[src/rtl/bali_loader_pkg.sv]
// Shared types and frame constants for the serial program loader.
package bali_loader_pkg;

  localparam int unsigned BYTE_W = 8;
  localparam int unsigned LEN_W  = 16;

  localparam logic [BYTE_W-1:0] SYNC_BYTE_DEF = 8'hA5;

  typedef enum logic [2:0] {
    ST_IDLE   = 3'd0,
    ST_LEN_HI = 3'd1,
    ST_LEN_LO = 3'd2,
    ST_DATA   = 3'd3,
    ST_CSUM   = 3'd4,
    ST_RUN    = 3'd5
  } loader_state_e;

  // Running checksum: 8-bit sum that wraps modulo 256.
  function automatic logic [BYTE_W-1:0] csum_add(input logic [BYTE_W-1:0] acc,
                                                 input logic [BYTE_W-1:0] b);
    return BYTE_W'(acc + b);
  endfunction

endpackage

[src/rtl/loader_timeout.sv]
// Saturating inter-byte gap counter; expired rises when the gap reaches LIMIT cycles.
module loader_timeout #(
  parameter int unsigned LIMIT = 1_000_000
) (
  input  logic clk,
  input  logic rst,
  input  logic clr,
  input  logic en,
  output logic expired
);

  localparam int unsigned CW = $clog2(LIMIT + 1);

  logic [CW-1:0] cnt;

  // expired is registered alongside cnt, so it asserts exactly when cnt hits LIMIT.
  always_ff @(posedge clk) begin
    if (rst || clr) begin
      cnt     <= '0;
      expired <= 1'b0;
    end else if (en && !expired) begin
      cnt     <= CW'(cnt + CW'(1));
      expired <= (cnt == CW'(LIMIT - 1));
    end
  end

endmodule

[src/rtl/prog_loader.sv]
// Deframes a UART byte stream into program memory and gates CPU reset on a valid checksum.
module prog_loader
  import bali_loader_pkg::*;
#(
  parameter int unsigned ADDR_WIDTH     = 16,
  parameter logic [7:0]  SYNC_BYTE      = SYNC_BYTE_DEF,
  parameter int unsigned TIMEOUT_CYCLES = 1_000_000
) (
  input  logic                  clk,
  input  logic                  rst,
  input  logic                  rx_valid,
  input  logic [7:0]            rx_data,
  output logic [ADDR_WIDTH-1:0] mem_addr,
  output logic [7:0]            mem_data,
  output logic                  mem_we,
  output logic                  cpu_rst,
  output logic                  loading,
  output logic                  load_done,
  output logic                  load_err
);

  localparam logic [31:0] MAX_LEN = 32'd1 << ADDR_WIDTH;

  loader_state_e state, state_nxt;

  logic [LEN_W-1:0]      len, len_nxt, len_full;
  logic [LEN_W-1:0]      cnt, cnt_nxt;
  logic [BYTE_W-1:0]     sum, sum_nxt;
  logic [ADDR_WIDTH-1:0] mem_addr_nxt;
  logic [7:0]            mem_data_nxt;
  logic                  mem_we_nxt, cpu_rst_nxt, loading_nxt, load_done_nxt, load_err_nxt;
  logic                  is_sync, in_frame, tmo_expired;

  assign is_sync  = rx_valid && (rx_data == SYNC_BYTE);
  assign len_full = {len[LEN_W-1:BYTE_W], rx_data};
  assign in_frame = (state == ST_LEN_HI) || (state == ST_LEN_LO) ||
                    (state == ST_DATA)   || (state == ST_CSUM);

  // Gap counter only runs inside a frame; any received byte restarts it.
  loader_timeout #(
    .LIMIT (TIMEOUT_CYCLES)
  ) u_timeout (
    .clk     (clk),
    .rst     (rst),
    .clr     (rx_valid || !in_frame),
    .en      (in_frame),
    .expired (tmo_expired)
  );

  always_ff @(posedge clk) begin
    if (rst) begin
      state     <= ST_IDLE;
      len       <= '0;
      cnt       <= '0;
      sum       <= '0;
      mem_addr  <= '0;
      mem_data  <= '0;
      mem_we    <= 1'b0;
      cpu_rst   <= 1'b1;
      loading   <= 1'b0;
      load_done <= 1'b0;
      load_err  <= 1'b0;
    end else begin
      state     <= state_nxt;
      len       <= len_nxt;
      cnt       <= cnt_nxt;
      sum       <= sum_nxt;
      mem_addr  <= mem_addr_nxt;
      mem_data  <= mem_data_nxt;
      mem_we    <= mem_we_nxt;
      cpu_rst   <= cpu_rst_nxt;
      loading   <= loading_nxt;
      load_done <= load_done_nxt;
      load_err  <= load_err_nxt;
    end
  end

  always_comb begin
    state_nxt     = state;
    len_nxt       = len;
    cnt_nxt       = cnt;
    sum_nxt       = sum;
    mem_addr_nxt  = mem_addr;
    mem_data_nxt  = mem_data;
    mem_we_nxt    = 1'b0;
    cpu_rst_nxt   = cpu_rst;
    loading_nxt   = loading;
    load_done_nxt = load_done;
    load_err_nxt  = load_err;

    unique case (state)
      ST_IDLE: begin
        cpu_rst_nxt = 1'b1;
        if (is_sync) begin
          state_nxt    = ST_LEN_HI;
          load_err_nxt = 1'b0;
          sum_nxt      = '0;
          loading_nxt  = 1'b1;
        end
      end
      ST_LEN_HI: begin
        if (rx_valid) begin
          len_nxt   = {rx_data, len[BYTE_W-1:0]};
          state_nxt = ST_LEN_LO;
        end
      end
      ST_LEN_LO: begin
        if (rx_valid) begin
          len_nxt = len_full;
          cnt_nxt = '0;
          if (32'(len_full) > MAX_LEN) begin
            load_err_nxt = 1'b1;
            loading_nxt  = 1'b0;
            state_nxt    = ST_IDLE;
          end else if (len_full == '0) begin
            state_nxt = ST_CSUM;
          end else begin
            state_nxt = ST_DATA;
          end
        end
      end
      ST_DATA: begin
        if (rx_valid) begin
          mem_we_nxt   = 1'b1;
          mem_addr_nxt = ADDR_WIDTH'(cnt);
          mem_data_nxt = rx_data;
          sum_nxt      = csum_add(sum, rx_data);
          cnt_nxt      = LEN_W'(cnt + LEN_W'(1));
          if (cnt == LEN_W'(len - LEN_W'(1))) state_nxt = ST_CSUM;
        end
      end
      ST_CSUM: begin
        if (rx_valid) begin
          loading_nxt = 1'b0;
          if (rx_data == sum) begin
            state_nxt     = ST_RUN;
            cpu_rst_nxt   = 1'b0;
            load_done_nxt = 1'b1;
          end else begin
            state_nxt    = ST_IDLE;
            load_err_nxt = 1'b1;
          end
        end
      end
      ST_RUN: begin
        cpu_rst_nxt = 1'b0;
        // Reload path: only a sync byte disturbs a running CPU.
        if (is_sync) begin
          state_nxt     = ST_LEN_HI;
          cpu_rst_nxt   = 1'b1;
          load_done_nxt = 1'b0;
          loading_nxt   = 1'b1;
          load_err_nxt  = 1'b0;
          sum_nxt       = '0;
        end
      end
      default: state_nxt = ST_IDLE;
    endcase

    // A received byte in the same cycle takes priority over an expiring gap.
    if (in_frame && tmo_expired && !rx_valid) begin
      load_err_nxt = 1'b1;
      loading_nxt  = 1'b0;
      cpu_rst_nxt  = 1'b1;
      state_nxt    = ST_IDLE;
    end
  end

endmodule
[config.mk]
export PLATFORM = sky130hd
export DESIGN_NAME = prog_loader
export DESIGN_NICKNAME = d
export VERILOG_FILES = /design/src/rtl/bali_loader_pkg.sv /design/src/rtl/loader_timeout.sv /design/src/rtl/prog_loader.sv
export SDC_FILE = /design/constraint.sdc
export NUM_CORES = 1
export LEC_CHECK = 0
export CAP_MARGIN = 10
export CORE_MARGIN = 10
export CORE_UTILIZATION = 60
export DETAILED_ROUTE_END_ITERATION = 12
export PLACE_DENSITY = 0.86
export SYNTH_ARGS = -nofsm -noshare
export SYNTH_HDL_FRONTEND = slang
export SYNTH_SLANG_ARGS = --single-unit
export TNS_END_PERCENT = 5
[constraint.sdc]
create_clock -name clk -period 6.73 [get_ports clk]
set_clock_uncertainty 0.1 [all_clocks]
set_input_delay 1.6825 -clock clk [delete_from_list [all_inputs] [get_ports clk]]
set_output_delay 1.6825 -clock clk [all_outputs]
set_load 0.005 [all_outputs]
==> results.py <==
metrics = {
    "critical_path": {
        "cp-startpoint": "rx_data[1]",
        "path_class": "in -> reg",
        "critPathRequiredTime_ns": 6.89,
        "r2r-start": "len[5]",
        "slowest_stage": "clkdlybuf4s50_1",
        "crit_arrival_ns": 4.47,
        "cpMostUsedCell": "nand4_1",
        "path_cells": "clkdlybuf4s50_1, nor4_1, nand4_1, o211ai_1, nand4_1, or4_4, o21a_1, o41ai_2",
        "reg2reg_to": "state[2]",
        "rr_worst_depth": 7,
        "r2r_slack_ns": 3.59,
        "endpoint": "state[2]",
        "max_stage_delay_ns": 0.57,
        "critical_path.startpoint_type": "input port",
        "path_max_fanout": 6,
        "end_kind": "flop",
    },
    "drt": {
        "drc": 0,
        "post_drt_wl_per_cell_microns": 16.3,
        "vias": 4267,
        "detail-route-antenna-nets": 0,
        "totalWireLength_microns": 11600,
        "vias_per_cell": 6.00,
        "dr.pass1.iters": 5,
        "drt_iter0_markers": 348,
    },
    "synthesis": {
        "syn-instance-count": 588,
        "synth_warnings": 0,
        "synth_cell_types": 57,
        "yosysTopAreaCell": "dfxtp_1",
        "synth_top_area_share_pct": 40.0,
        "synth_edf_count": 0,
        "avgSynthCellArea_sq_um": 7.91,
        "synth-seq-cells": 93,
        "yosysSeqAreaShare_pct": 40.0,
        "ys.flop_type": "dfxtp_1",
        "ys_top_cells_by_area": "dfxtp_1 (40%), nand2_1 (8.7%), a21oi_1 (6.5%)",
        "async_reset_ff_share_pct": 0,
        "syn-num-nets": 610,
        "synth_area_sq_mm": 0.00465,
    },
    "final_layout": {
        "synthToLayoutAreaGrowth_pct": 12.9,
        "fin_cells": 711,
        "diodes": 0,
        "postLayoutCoreUtil_pct": 68.7,
        "fin_area_sq_mm": 0.00525,
        "n_fill_cell": 607,
        "drive_gt1_share_pct": 4.93,
        "layout.nets": 627,
    },
    "power_and_ir_drop": {
        "power_frac_clock_pct": 30.5,
        "pwr-share-comb_pct": 21.9,
        "internal-power_uw": 871,
        "p_leak_uw": 0.00179,
        "ir_drop_v": 0.000155,
        "p_per_area_mw_per_mm2": 241,
        "p_sw_uw": 394,
        "p_sw_share_pct": 31.2,
        "pwr-share-seq_pct": 47.6,
    },
    "timing": {
        "finalSetupTns_ns": 0,
        "relSlewSlack_pct": 30.2,
        "fin_crit_sh_pct": 64.0,
        "max_freq_ghz": 0.232,
        "slew_viol_final": 0,
        "fin_ws_ns": 2.42,
        "fin_crit_ns": 4.31,
        "tightest_slew_ns": 1.05,
        "rsz0062_at_grt": "no",
        "hold_viol": 0,
        "setup_viol": 0,
    },
    "job": {
        "drv_cap": 0,
    },
    "floorplanning": {
        "row_count": 32,
        "die_h_microns": 108,
        "die_x_microns": 108,
        "core-area_sq_mm": 0.00765,
        "die_area_sq_mm": 0.0117,
        "start_util_pct": 60.8,
        "io_pins": 40,
    },
    "clock_tree": {
        "cts_num_sinks": 93,
        "postCtsSetupRepairBufs": 0,
        "clkTransAtPathRegs_ns": 0.09,
        "cts_hold_buffers": 0,
        "cts_resized": 0,
        "tritoncts": "done",
        "cts-root-buf": "clkbuf_8",
        "clockBufferDepth": 2,
        "clock_latency_ns": 0.36,
        "cts_buffers": 9,
        "h-tree-depth": 3,
    },
    "place": {
        "gp_congestion": 0.929,
        "place_ws_ns": 2.16,
        "place_area_sq_mm": 0.00504,
        "placed_cells": 696,
        "io_buffers": 39,
        "dp_hpwl_microns": 8140,
    },
    "min_path": {
        "hold_path_depth": 2,
        "min-delay-path-class": "reg -> reg",
    },
    "global_route": {
        "grt.total_usage_pct": 20.1,
        "grt_pass1_wl_microns": 19500,
        "grt_pass1_vias": 4082,
        "antenna_found_initial": 0,
        "overflow": 0,
        "grt_start_max_net_pins": 58,
    },
    "outcome": {
        "status": "completed",
    },
}
[cells in the final DEF (no fill, tap or decap), drive strengths merged, types with 9 or more instances in the layout]
cell type / instances
clkdlybuf4s50: 38
o21ai: 9
nand3: 16
nor2: 68
dfxtp: 93
inv: 10
and3: 9
xnor2: 26
a21oi: 60
nand4: 18
clkbuf: 11
ha: 10
nor4: 10
nor3: 13
nand2: 108
xor2: 28
[how the worst min path moves through the flow]
stage / from / to / slack, ns
6_report: mem_data[4] / mem_data[4] / 0.36
2_1_floorplan: mem_addr[0] / mem_addr[0] / 0.35
3_5_place_dp: mem_data[1] / mem_data[1] / 0.35
5_1_grt: mem_data[3] / mem_data[3] / 0.37
3_3_place_gp: mem_data[1] / mem_data[1] / 0.34
4_1_cts: mem_data[4] / mem_data[4] / 0.36
[kinds of logic after synthesis]
group           count (synthesis)  share of synthesized area [%]
mux                             2                          0.430
fa+ha+maj                      11                           3.12
xor+xnor                       54                           10.2
flops                          93                           40.0
compound gates                111                           14.7
buf+inv                        42                           3.42
simple gates                  275                           28.1
[worst max-delay path, delay by kind of cell]
kind / cells / cell delay [ns]
and+or+nand+nor: 4 / 1.39
AOI/OAI and AO/OA: 3 / 0.82
buffers and inverters: 1 / 0.57
[flip-flops by register name (all words and copies together), names as in the netlist]
register,count
u_timeout.cnt,20
mem_addr,16
state,3
len,16
load_err,1
sum,8
loading,1
cnt,16
mem_data,8
u_timeout.expired,1
cpu_rst,1
mem_we,1
load_done,1
[Yosys cell counts, drive strengths merged, types with 2 or more instances]
library cell	number
nand2	108
a21o	5
o21a	2
nand3b	2
ha	10
or2	3
a21oi	60
o31ai	2
and2	5
nand4	18
o41ai	2
nor4	10
mux2i	2
nand4b	3
xnor2	26
dfxtp	93
inv	8
o211ai	7
o21ai	9
nand3	16
a22oi	7
o21bai	2
or3	4
or4	3
and3	9
nor3b	2
nor3	13
a31oi	4
nand2b	3
clkbuf	33
xor2	28
nor2	68
o211a	2
nor2b	3
[layer usage]
metal	vias up	global-route usage (%)	routed length, microns
met5	-	0	0
met4	0	9.45	284
met3	30	4.10	835
met2	190	32.5	5710
met1	1984	25.2	4790
li1	2063	-	-
[per-stage QoR]
| step | hold slack [ns] | total power (uW) |
|---|---|---|
| CTS | 0.360 | 1270 |
| global route | 0.374 | 1320 |
| floorplan | 0.353 | 818 |
| global placement | 0.343 | 871 |
| detailed placement | 0.349 | 880 |
| finish | 0.358 | 1270 |
[power by group through the flow]
stage | Sequential (uW) | Clock, uW | Combinational (uW)
6_report | 602 | 386 | 277
5_1_grt | 605 | 416 | 304
4_1_cts | 600 | 396 | 270
3_5_place_dp | 613 | 0 | 267
3_3_place_gp | 611 | 0 | 259
2_1_floorplan | 592 | 0 | 226
[final cells by class]
cell class | instances | area (sq um) | share of cell area [%]
flip-flops and latches | 93 | 1860 | 35.5
multi-input cells | 453 | 2630 | 50.1
clock inverters | 4 | 55.1 | 1.05
clock buffers | 11 | 151 | 2.88
well taps | 102 | 128 | 2.43
repair buffers | 40 | 393 | 7.48
inverters | 8 | 30.0 | 0.572
(Power assumes the default switching activity.)
